File: src/rtl/item_pkg.sv
// rtl/item_pkg.sv - shared item slot layout, type codes, sizes and colours
package item_pkg;

    localparam int SLOT_W    = 32;
    localparam int MAX_SLOTS = 16;
    localparam int LIST_W    = SLOT_W * MAX_SLOTS;

    localparam int LEFT_HI   = 31;
    localparam int LEFT_LO   = 23;
    localparam int TOP_HI    = 18;
    localparam int TOP_LO    = 11;
    localparam int TYPE_HI   = 3;
    localparam int TYPE_LO   = 2;
    localparam int VIS_BIT   = 1;
    localparam int MOVED_BIT = 0;

    localparam logic [1:0] T_STONE   = 2'd0;
    localparam logic [1:0] T_GOLD    = 2'd1;
    localparam logic [1:0] T_DIAMOND = 2'd2;

    localparam logic [4:0] STONE_SIZE   = 5'd16;
    localparam logic [4:0] GOLD_SIZE    = 5'd16;
    localparam logic [4:0] DIAMOND_SIZE = 5'd8;

    localparam logic [8:0] Y_OFFSET = 9'd80;
    localparam logic [9:0] SCREEN_W = 10'd320;
    localparam logic [8:0] SCREEN_H = 9'd240;

    localparam logic [2:0] STONE_COLOUR   = 3'b111;
    localparam logic [2:0] GOLD_COLOUR    = 3'b110;
    localparam logic [2:0] DIAMOND_COLOUR = 3'b011;
    localparam logic [2:0] BG_COLOUR      = 3'b100;

    typedef enum logic [2:0] {
        S_IDLE,
        S_LOAD,
        S_DRAW,
        S_NEXT,
        S_DONE
    } draw_state_t;

    function automatic logic [4:0] item_size(input logic [1:0] t);
        case (t)
            T_GOLD:    return GOLD_SIZE;
            T_DIAMOND: return DIAMOND_SIZE;
            default:   return STONE_SIZE;
        endcase
    endfunction

    // Erase mode repaints the same footprint in background colour.
    function automatic logic [2:0] item_colour(input logic [1:0] t, input logic erase);
        if (erase) return BG_COLOUR;
        case (t)
            T_GOLD:    return GOLD_COLOUR;
            T_DIAMOND: return DIAMOND_COLOUR;
            default:   return STONE_COLOUR;
        endcase
    endfunction

endpackage

File: src/rtl/item_list_drawer_if.sv
// rtl/item_list_drawer_if.sv - request and pixel-plot bundle of the item list drawer
interface item_list_drawer_if;
    import item_pkg::*;

    logic              start;
    logic              erase;
    logic [LIST_W-1:0] itemData;
    logic [4:0]        itemCount;
    logic              busy;
    logic              done;
    logic              plot;
    logic [8:0]        x;
    logic [7:0]        y;
    logic [2:0]        colour;

    modport master (
        output start, erase, itemData, itemCount,
        input  busy, done, plot, x, y, colour
    );

    modport slave (
        input  start, erase, itemData, itemCount,
        output busy, done, plot, x, y, colour
    );
endinterface

File: src/rtl/item_rect_scanner.sv
// rtl/item_rect_scanner.sv - raster dx/dy counter over a size x size square
module item_rect_scanner (
    input  logic       clock,
    input  logic       resetn,
    input  logic       load,
    input  logic       en,
    input  logic [4:0] size,
    output logic [3:0] dx,
    output logic [3:0] dy,
    output logic       last
);
    logic [3:0] dx_q, dy_q;
    logic [4:0] edge_max;
    logic       row_end;

    assign edge_max = size - 5'd1;
    assign row_end  = ({1'b0, dx_q} == edge_max);

    // Row-major walk: dx sweeps a row, then dy steps down one line.
    always_ff @(posedge clock) begin
        if (!resetn) begin
            dx_q <= '0;
            dy_q <= '0;
        end else if (load) begin
            dx_q <= '0;
            dy_q <= '0;
        end else if (en) begin
            if (row_end) begin
                dx_q <= '0;
                dy_q <= dy_q + 4'd1;
            end else begin
                dx_q <= dx_q + 4'd1;
            end
        end
    end

    assign dx   = dx_q;
    assign dy   = dy_q;
    assign last = row_end && ({1'b0, dy_q} == edge_max);
endmodule

File: src/rtl/item_list_drawer.sv
// rtl/item_list_drawer.sv - walks the item snapshot and plots one pixel per cycle
module item_list_drawer
    import item_pkg::*;
(
    input  logic                clock,
    input  logic                resetn,
    item_list_drawer_if.slave   bus
);
    draw_state_t       state_q, state_d;
    logic [LIST_W-1:0] snap_q;
    logic              erase_q;
    logic [4:0]        count_q;
    logic [4:0]        idx_q;
    logic [8:0]        left_q;
    logic [8:0]        ytop_q;
    logic [4:0]        size_q;
    logic [2:0]        colour_q;

    logic [SLOT_W-1:0] slot;
    logic [1:0]        slot_type;
    logic              slot_vis;
    logic              slot_unused;
    logic [4:0]        count_clamp;
    logic [3:0]        dx, dy;
    logic              last;
    logic [9:0]        px;
    logic [8:0]        py;
    logic              drawing;

    assign count_clamp = (bus.itemCount > 5'd16) ? 5'd16 : bus.itemCount;
    assign slot        = snap_q[{idx_q[3:0], 5'd0} +: SLOT_W];
    assign slot_type   = slot[TYPE_HI:TYPE_LO];
    assign slot_vis    = slot[VIS_BIT];
    // Spare slot bits and the moved flag are owned by the item map.
    assign slot_unused = ^{slot[LEFT_LO-1:TOP_HI+1], slot[TOP_LO-1:TYPE_HI+1], slot[MOVED_BIT]};

    item_rect_scanner u_scan (
        .clock  (clock),
        .resetn (resetn),
        .load   (state_q == S_LOAD),
        .en     (state_q == S_DRAW),
        .size   (size_q),
        .dx     (dx),
        .dy     (dy),
        .last   (last)
    );

    // State register; reset aborts a frame without a done pulse.
    always_ff @(posedge clock) begin
        if (!resetn) state_q <= S_IDLE;
        else         state_q <= state_d;
    end

    // Next-state logic: start is only honoured from idle.
    always_comb begin
        state_d = state_q;
        case (state_q)
            S_IDLE: if (bus.start) state_d = (count_clamp == 5'd0) ? S_DONE : S_LOAD;
            S_LOAD: state_d = (!slot_vis || slot_type == 2'd3) ? S_NEXT : S_DRAW;
            S_DRAW: if (last) state_d = S_NEXT;
            S_NEXT: state_d = ((idx_q + 5'd1) >= count_q) ? S_DONE : S_LOAD;
            S_DONE: state_d = S_IDLE;
            default: state_d = S_IDLE;
        endcase
    end

    // Frame snapshot and per-item geometry, held stable for the whole square.
    always_ff @(posedge clock) begin
        if (!resetn) begin
            snap_q   <= '0;
            erase_q  <= 1'b0;
            count_q  <= '0;
            idx_q    <= '0;
            left_q   <= '0;
            ytop_q   <= '0;
            size_q   <= '0;
            colour_q <= '0;
        end else begin
            case (state_q)
                S_IDLE: if (bus.start) begin
                    snap_q  <= bus.itemData;
                    erase_q <= bus.erase;
                    count_q <= count_clamp;
                    idx_q   <= '0;
                end
                S_LOAD: begin
                    left_q   <= slot[LEFT_HI:LEFT_LO];
                    ytop_q   <= {1'b0, slot[TOP_HI:TOP_LO]} + Y_OFFSET;
                    size_q   <= item_size(slot_type);
                    colour_q <= item_colour(slot_type, erase_q);
                end
                S_NEXT: idx_q <= idx_q + 5'd1;
                default: ;
            endcase
        end
    end

    // Wide sums so off-screen pixels are rejected instead of wrapping.
    assign px      = {1'b0, left_q} + {6'd0, dx};
    assign py      = ytop_q + {5'd0, dy};
    assign drawing = (state_q == S_DRAW);

    assign bus.plot   = drawing && (px < SCREEN_W) && (py < SCREEN_H);
    assign bus.x      = drawing ? px[8:0] : '0;
    assign bus.y      = drawing ? py[7:0] : '0;
    assign bus.colour = drawing ? colour_q : '0;
    assign bus.busy   = (state_q == S_LOAD) || drawing || (state_q == S_NEXT);
    assign bus.done   = (state_q == S_DONE);
endmodule

File: src/flat_wrapper.sv
// flat-port wrapper written by rule: the top's interface ports become plain ports
module item_list_drawer_flat import item_pkg::*;
  (clock, resetn, bus_start, bus_erase, bus_itemData, bus_itemCount, bus_busy, bus_done, bus_plot, bus_x, bus_y, bus_colour);
  item_list_drawer_if bus_i ();
  input  logic clock;
  input  logic resetn;
  input wire logic [$bits(bus_i.start)-1:0] bus_start;
  input wire logic [$bits(bus_i.erase)-1:0] bus_erase;
  input wire logic [$bits(bus_i.itemData)-1:0] bus_itemData;
  input wire logic [$bits(bus_i.itemCount)-1:0] bus_itemCount;
  output wire logic [$bits(bus_i.busy)-1:0] bus_busy;
  output wire logic [$bits(bus_i.done)-1:0] bus_done;
  output wire logic [$bits(bus_i.plot)-1:0] bus_plot;
  output wire logic [$bits(bus_i.x)-1:0] bus_x;
  output wire logic [$bits(bus_i.y)-1:0] bus_y;
  output wire logic [$bits(bus_i.colour)-1:0] bus_colour;
  assign bus_i.start = bus_start;
  assign bus_i.erase = bus_erase;
  assign bus_i.itemData = bus_itemData;
  assign bus_i.itemCount = bus_itemCount;
  assign bus_busy = bus_i.busy;
  assign bus_done = bus_i.done;
  assign bus_plot = bus_i.plot;
  assign bus_x = bus_i.x;
  assign bus_y = bus_i.y;
  assign bus_colour = bus_i.colour;
  item_list_drawer u_core (.clock(clock), .resetn(resetn), .bus(bus_i));
endmodule
File: config.mk
export PLATFORM = sky130hd
export DESIGN_NAME = item_list_drawer_flat
export DESIGN_NICKNAME = d
export VERILOG_FILES = /design/src/rtl/item_pkg.sv /design/src/rtl/item_list_drawer_if.sv /design/src/rtl/item_rect_scanner.sv /design/src/rtl/item_list_drawer.sv /design/src/flat_wrapper.sv
export SDC_FILE = /design/constraint.sdc
export NUM_CORES = 1
export LEC_CHECK = 0
export ABC_CLOCK_PERIOD_IN_PS = 3000
export BUFFER_PORTS_ARGS = -buffer_cell sky130_fd_sc_hd__buf_2
export CAP_MARGIN = 20
export CELL_PAD_IN_SITES_DETAIL_PLACEMENT = 1
export CELL_PAD_IN_SITES_GLOBAL_PLACEMENT = 2
export CORE_ASPECT_RATIO = 0.8
export CORE_UTILIZATION = 30
export CTS_CLUSTER_DIAMETER = 60
export DETAILED_ROUTE_END_ITERATION = 7
export PLACE_DENSITY_LB_ADDON = 0.3
export SLEW_MARGIN = 20
export SYNTH_ARGS = -nofsm -noshare
export SYNTH_HDL_FRONTEND = slang
export SYNTH_HIERARCHICAL = 1
export SYNTH_SLANG_ARGS = --single-unit
export TNS_END_PERCENT = 50
File: constraint.sdc
create_clock -name clock -period 3 [get_ports clock]
set_input_delay 0.45 -clock clock [delete_from_list [all_inputs] [get_ports clock]]
set_output_delay 0.45 -clock clock [all_outputs]
set_load 0.03 [all_outputs]
==> summary.md, run 1 <==
| Metric | Value |
|---|---|
| Router iterations before antenna repair | 4 |
| Initial Util | 30.5% |
| Routed vias | 14393 |
| Least-Margin Pin Slew | 0.779 ns |
| H-tree depth | 2 |
| Reg power frac | 40.5% |
| Clock root cell | clkbuf_16 |
| Max clock buf depth | 3 |
| Max stage delay on crit path | 0.36 ns |
| DIE WIDTH | 268 microns |
| Seq/Total Area, Yosys | 43.0% |
| P_leak | 8.25 nW |
| Switching share of power | 32.9% |
| Max-slew headroom | 48.1% |
| Setup CP Type | flip-flop to output pin |
| Post-Syn Area | 17000 sq um |
| Synth Register Bits | 365 |
| Setup crit end kind | output pin |
| Total global-route track usage | 20.8% |
| Total Routed Length | 60.2 mm |
| Port Buffers | 351 |
| Most used cell, CP | buf_4 |
| Mapped Cells | 1878 |
| Max Clk Rate | 325 MHz |
| Grt total ovfl | 0 |
| Setup TNS Final | -0.0768 ns |
| DRT antenna net count | 0 |
| Slew Limit Fails | 0 |
| # fillers | 6509 |
| Core ar. | 55600 sq um |
| Reg clk slew, reported paths | 0.06 ns |
| Psw | 5.21 mW |
| # DRC | 0 |
| Final Skew | 0.0296 ns |
| Area grow syn2layout | 24.7% |
| Final worst slack | -0.0768 ns |
| Total power per unit cell area | 748 nW/um^2 |
| CP Launch Type | flip-flop |
| Nets | 2730 |
| Initial antenna violation count | 35 |
| Critical path peak fanout | 4 |
| Failing checks | setup timing |
| Vias/cell | 4.83 |
| Comb pwr share | 26.6% |
| Die height | 215 microns |
| Final Cell Area | 21200 sq um |
| Number of max-cap violations | 0 |
| Critical-path top delay cell | fa_2 |
| DR WL/cell | 20.2 microns |
| Cell internal pwr | 10.6 mW |
| Post-synth EDFFs | 0 |
| Final hold violations | 0 |
| GP Congestion | 0.819 |
| TritonCTS clock tree | built |
| DRT iter0 DRCs | 673 |
| RSZ-0062 raised after global routing | yes |
| Layout Utilization | 38.1% |
| Clock share of power | 33.0% |
| Dpl cell area | 19600 sq um |
| Syn_area_per_cell | 9.04 sq um |
| CTS Hold Buffers Added | 0 |
| Netlist cell types | 59 |
| Cell Count Post-Placement | 2885 |
| Yosys warns | 6 |
| Ys flop type | dfxtp_1 |
| Largest net degree at the start of global routing | 139 |
| Die Footprint | 57600 sq um |
| FP Rows | 77 |
| Vias in the first global route | 15021 |
| Final HPWL DP | 44.8 mm |
| Period utilisation layout | 103% |
| VDD IR max | 0.374 mV |
| Io pins | 544 |
| Hold crit path type | primary input to flip-flop |
| Clk_lat worst skew | 0.57 ns |
| Status | finished with violations |
| Final setup violation count | 1 |
| Non-filler cells, final | 2980 |
| First-pass GRT wire length | 90.4 mm |
| CP Cell Sequence | ha_4 > fa_2 > a21o_1 > a21oi_2 > buf_4 > buf_6 > nor3_2 > xor2_1 > nor4_2 > buf_4 |
| Share of layout cells above drive strength 1 | 27.1% |
| Ys async rst share | 0% |
| # clock sinks | 365 |
| Cts bufs inserted | 42 |
| Critical Path RT | 2.55 ns |
| Arrival time at the worst endpoint | 2.63 ns |
| Fin crit period | 3.08 ns |
## layout by cell type, fill, tap and decap left out, types with 5 or more instances in the layout
master,Yosys,routed
xnor2_1,13,12
o21ai_1,6,7
o21ai_0,7,6
nand2_1,692,692
a21o_1,6,6
buf_12,1,17
clkbuf_16,0,43
dfxtp_4,0,5
diode_2,0,10
nor2_1,30,29
clkbuf_8,0,9
clkinv_2,0,8
clkbuf_1,78,10
a21boi_1,70,70
nand3b_1,5,5
buf_2,45,346
a21boi_0,272,272
dfxtp_1,365,354
conb_1,1,12
a21oi_1,14,12
xor2_1,20,20
mux2i_1,10,10
ha_1,18,15
buf_4,5,36
and3_1,6,6
mux4_2,92,92
nand2b_1,8,8
nand3_1,8,8
dfxtp_2,0,6
nor2b_1,18,16
and2_1,5,5
inv_1,12,11
## timing repair
item | CTS | global route
pin swaps | 7 | 5
gates cloned | 0 | 0
setup endpoints to repair | 4 | 5
buffers inserted | 12 | 0
gates resized for setup | 21 | 15
## worst paths after layout
kind	from	endpoint	slack, ns	cells past startpoint
setup / recovery	u_core/u_scan/dy[0]	bus_plot	-0.08	10
hold / removal	bus_itemData[146]	u_core/snap_q[146]	0.12	3
hold reg to reg	u_core/snap_q[460]	u_core/snap_q[460]	0.45	2
setup reg to reg	u_core/idx_q[2]	u_core/ytop_q[6]	0.44	8
## flip-flops by register name, summed over array words and instances, names as in the netlist
name and cells:
u_core/snap_q 320, u_core/u_scan/dx 4, u_core/state_q 3, u_core/colour_q 3, u_core/size_q 2, u_core/idx_q 5, u_core/left_q 9, u_core/erase_q 1
u_core/u_scan/dy 4, u_core/ytop_q 9, u_core/count_q 5
## final cells by class
cell class | count | area, sq um | share of cell area, %
clock inverters | 13 | 148 | 0.697
diodes | 10 | 25.0 | 0.118
clock buffers | 62 | 1240 | 5.84
well taps | 750 | 938 | 4.43
multi-input cells | 1364 | 9060 | 42.8
flip-flops and latches | 365 | 7330 | 34.6
inverters | 14 | 52.6 | 0.248
repair buffers | 402 | 2380 | 11.2
## per-layer routing
metal / part of all wire, % / vias up / routed length, microns / GRT usage, %
met5: 0.27 / - / 165 / 0
met1: 46 / 7020 / 27500 / 27.3
met3: 5.6 / 94 / 3350 / 4.90
li1: - / 6956 / - / -
met4: 1.8 / 26 / 1100 / 5.75
met2: 47 / 297 / 28100 / 33.9
## synth_stat cells (2+ instances only)
cell type	count	area, sq um
or3_1	5	31.3
o211a_1	2	20.0
nand2_1	692	2600
nand3_1	8	40.0
mux2_2	2	22.5
nor3b_1	2	15.0
buf_1	10	37.5
dfxtp_1	365	7310
o2bb2ai_1	2	17.5
nand4_1	2	12.5
buf_2	45	225
mux2i_1	10	100
a21boi_0	272	2040
a21o_1	6	45.0
ha_1	18	225
and2_1	5	31.3
clkbuf_1	78	293
a21boi_1	70	526
a211oi_1	4	30.0
fa_1	2	40.0
nand2b_1	8	50.1
buf_4	5	37.5
o21ai_1	6	30.0
mux4_2	92	2070
nor3_1	6	30.0
a21oi_1	14	70.1
xnor2_1	13	114
o21ai_0	7	35.0
inv_2	2	7.51
a21oi_2	2	17.5
inv_1	12	45.0
buf_6	7	78.8
nor2b_1	18	113
and3_1	6	37.5
nand3b_1	5	37.5
o21ai_2	2	17.5
a22oi_1	3	22.5
nor2_1	30	113
xor2_1	20	175
## power by group through the flow
stage                     Combinational (mW)  Clock, mW  Sequential [mW]
after detailed placement                4.28          0             6.51
after global placement                  4.19          0             6.45
final                                   4.21       5.22             6.41
after CTS                               4.30       5.37             6.41
after global routing                    4.70       5.57             6.53
after floorplan                         2.88          0             6.24
## worst max-delay path: cells and delay by family (launching register included)
kind	cells	cell delay [ns]
buffers and inverters	3	0.45
DFF	1	0.35
and+or+nand+nor	2	0.32
adders and majority gates	2	0.53
AOI/OAI and AO/OA	2	0.29
xor gates and xnor gates	1	0.15
## metrics by stage
stage / worst slack (ns) / hold slack [ns] / total power, mW
floorplan: 0.205 / 0.430 / 9.12
global placement: 0.262 / 0.437 / 10.6
detailed placement: 0.215 / 0.446 / 10.8
CTS: -0.229 / 0.0828 / 16.1
global route: -0.203 / 0.0929 / 16.8
finish: -0.0768 / 0.118 / 15.8
## kinds of logic after synthesis
group                      after synthesis  share of synthesized area (%)
AOI/OAI and AO/OA                      402                           17.7
xor gates and xnor gates                33                           1.70
adders and majority gates               20                           1.56
buffers and inverters                  160                           4.39
DFF                                    365                           43.0
muxes                                  105                           13.0
other                                    1                         0.0221
and+or+nand+nor                        792                           18.6
Power figures use the tool's default switching activity.
==> run 2, diff against run 1 <==
--- a/config.mk
+++ b/config.mk
@@ -5,13 +5,13 @@
 export SDC_FILE = /design/constraint.sdc
 export NUM_CORES = 1
 export LEC_CHECK = 0
-export ABC_CLOCK_PERIOD_IN_PS = 3000
+export ABC_CLOCK_PERIOD_IN_PS = 2600
 export BUFFER_PORTS_ARGS = -buffer_cell sky130_fd_sc_hd__buf_2
 export CAP_MARGIN = 20
 export CELL_PAD_IN_SITES_DETAIL_PLACEMENT = 1
 export CELL_PAD_IN_SITES_GLOBAL_PLACEMENT = 2
 export CORE_ASPECT_RATIO = 0.8
-export CORE_UTILIZATION = 30
+export CORE_UTILIZATION = 27
 export CTS_CLUSTER_DIAMETER = 60
 export DETAILED_ROUTE_END_ITERATION = 7
 export PLACE_DENSITY_LB_ADDON = 0.3
==> constraint.sdc (replaced) <==
create_clock -name clock -period 2.6 [get_ports clock]
set_input_delay 0.39 -clock clock [delete_from_list [all_inputs] [get_ports clock]]
set_output_delay 0.39 -clock clock [all_outputs]
set_load 0.03 [all_outputs]
==> summary.md, run 2 (same netlist as run 1, synthesis figures left out) <==
| Metric | Value |
|---|---|
| RSZ-0062 raised after global routing | yes |
| P_leak | 8.36 nW (+1.3%) |
| Cell Count Post-Placement | 2989 (+3.6%) |
| TritonCTS clock tree | built |
| Max clock buf depth | 3 (unchanged) |
| First-pass GRT wire length | 92.9 mm (+2.8%) |
| Non-filler cells, final | 3079 (+3.3%) |
| CP Launch Type | flip-flop |
| Die Footprint | 63900 sq um (+11%) |
| DRT antenna net count | 0 (unchanged) |
| Nets | 2751 (+0.77%) |
| Final hold violations | 0 (unchanged) |
| Initial Util | 27.6% (-3.0 points) |
| Max Clk Rate | 342 MHz |
| Critical-path top delay cell | fa_2 |
| Largest regs | u_core/snap_q: 320 flops, u_core/left_q: 9 flops, u_core/ytop_q: 9 flops |
| Core ar. | 61600 sq um (+11%) |
| Least-Margin Pin Slew | 0.666 ns (-0.113 ns) |
| Most used cell, CP | buf_6 |
| Fin crit period | 2.92 ns |
| Number of max-cap violations | 0 (unchanged) |
| Final setup violation count | 6 (+5) |
| Share of layout cells above drive strength 1 | 27.8% (+0.73 points) |
| Most frequent cells in the layout | 692 x nand2_1, 355 x dfxtp_1, 341 x buf_2 |
| Hold crit path type | primary input to flip-flop |
| Max stage delay on crit path | 0.38 ns (+0.02 ns) |
| Die height | 226 microns (+5.4%) |
| Grt total ovfl | 0 (unchanged) |
| # DRC | 0 (unchanged) |
| Largest net degree at the start of global routing | 99 (-29%) |
| Port Buffers | 351 (unchanged) |
| Final worst slack | -0.320 ns (-0.243 ns) |
| Buf/Inv on CP | 2 (-1) |
| Critical path peak fanout | 4 (unchanged) |
| Final Skew | 0.0151 ns (-0.0145 ns) |
| DIE WIDTH | 282 microns (+5.4%) |
| Max FFs per register | 320 (unchanged) |
| CP Cell Sequence | buf_6 > fa_2 > a21o_1 > a21oi_4 > nor3b_1 > a31oi_1 > o22ai_2 > nor4_4 > buf_6 |
| Cts bufs inserted | 42 (unchanged) |
| FP Rows | 81 (+5.2%) |
| Place WS | -0.0253 ns (-0.241 ns) |
| Crit path max-delay family | compound AO/OA/AOI/OAI gates |
| Total global-route track usage | 19.4% (-1.4 points) |
| GP Congestion | 0.804 (-1.8%) |
| DRT iter0 DRCs | 646 (-4.0%) |
| Failing checks | setup timing |
| Routed vias | 14513 (+0.83%) |
| Vias/cell | 4.71 (-2.4%) |
| Total power per unit cell area | 855 nW/um^2 (+14%) |
| H-tree depth | 2 (unchanged) |
| VDD IR max | 0.409 mV (+9.3%) |
| Clock root cell | clkbuf_16 |
| Arrival time at the worst endpoint | 2.53 ns (-0.10 ns) |
| Largest register by flop count | u_core/snap_q |
| Reg clk slew, reported paths | 0.06 ns (about the same) |
| Io pins | 544 (unchanged) |
| CTS Hold Buffers Added | 0 (unchanged) |
| Setup crit end kind | output pin |
| Period utilisation layout | 112% |
| DR WL/cell | 20.2 microns (-0.27%) |
| Slew Limit Fails | 0 (unchanged) |
| Initial antenna violation count | 31 (-11%) |
| Clk_lat worst skew | 0.57 ns (about the same) |
| Critical Path RT | 2.21 ns (-0.34 ns) |
| # clock sinks | 365 (unchanged) |
| Vias in the first global route | 15386 (+2.4%) |
| Setup CP Type | flip-flop to output pin |
| Area grow syn2layout | 26.7% |
| Status | finished with violations |
| Total Routed Length | 62.1 mm (+3.0%) |
| Router iterations before antenna repair | 5 (+1) |
| Max-slew headroom | 55.6% (+7.5 points) |
| Final HPWL DP | 47.3 mm (+5.7%) |
| Most common cell after layout, fill and taps aside | nand2_1 |
run 2: final timing paths:
kind	start	end	slack (ns)	cells past startpoint
setup / recovery	u_core/ytop_q[1]	bus_plot	-0.32	9
hold / removal	bus_itemData[463]	u_core/snap_q[463]	0.06	3
setup reg to reg	u_core/idx_q[0]	u_core/left_q[5]	0.20	6
hold reg to reg	u_core/snap_q[465]	u_core/snap_q[465]	0.45	2
run 2: layout make-up:
cell class                      count  area [sq um]
Timing Repair Buffer              423          2570
Clock inverter                      6          61.3
Tap cell                          830          1040
Sequential cell                   365          7330
Clock buffer                       69          1350
Inverter                           14          52.6
Antenna cell                        8          20.0
Multi-Input combinational cell   1364          9100
Fill cell                        7282         40100
run 2: routing by layer:
metal  up-vias  wire (microns)  global-route usage [%]
met5         -             160                       0
met4        28            1630                    6.19
met3       112            4160                    5.50
met2       324           28800                    32.0
met1      7041           27300                    24.5
li1       7008               -                       -
run 2: per-stage QoR:
| step | power (mW) | hold WS [ns] | instance area (sq um) | TNS [ns] | utilization [%] |
|---|---|---|---|---|---|
| global placement | 12.4 | 0.439 | 19900 | 0 | 32.3 |
| global route | 19.5 | 0.0513 | 21500 | -2.42 | 34.9 |
| detailed placement | 12.5 | 0.448 | 19900 | -0.0253 | 32.3 |
| finish | 18.4 | 0.0608 | 21500 | -1.24 | 34.9 |
| floorplan | 10.5 | 0.430 | 17000 | -0.0163 | - |
| CTS | 18.7 | 0.0273 | 21500 | -1.87 | 34.8 |
run 2: power breakdown:
| part | internal, mW | switching, mW |
|---|---|---|
| Sequential | 6.70 | 0.683 |
| Clock | 3.62 | 2.42 |
| Combinational | 2.03 | 2.93 |
| Total | 12.4 | 6.04 |
run 2: worst reg2reg max path: cells and delay by family, from the launching register on:
kind,cells,cell delay (ns)
multiplexers,2,1.09
AO/OA/AOI/OAI,1,0.06
buffers and inverters,2,0.50
AND/OR/NAND/NOR,1,0.10
flip-flops,1,0.53
run 2: timing repair:
action                     4_1_cts  5_1_grt
setup buffers                    9        3
gates resized for setup         36        6
pin swaps                       11        5
setup endpoints to repair       11       10
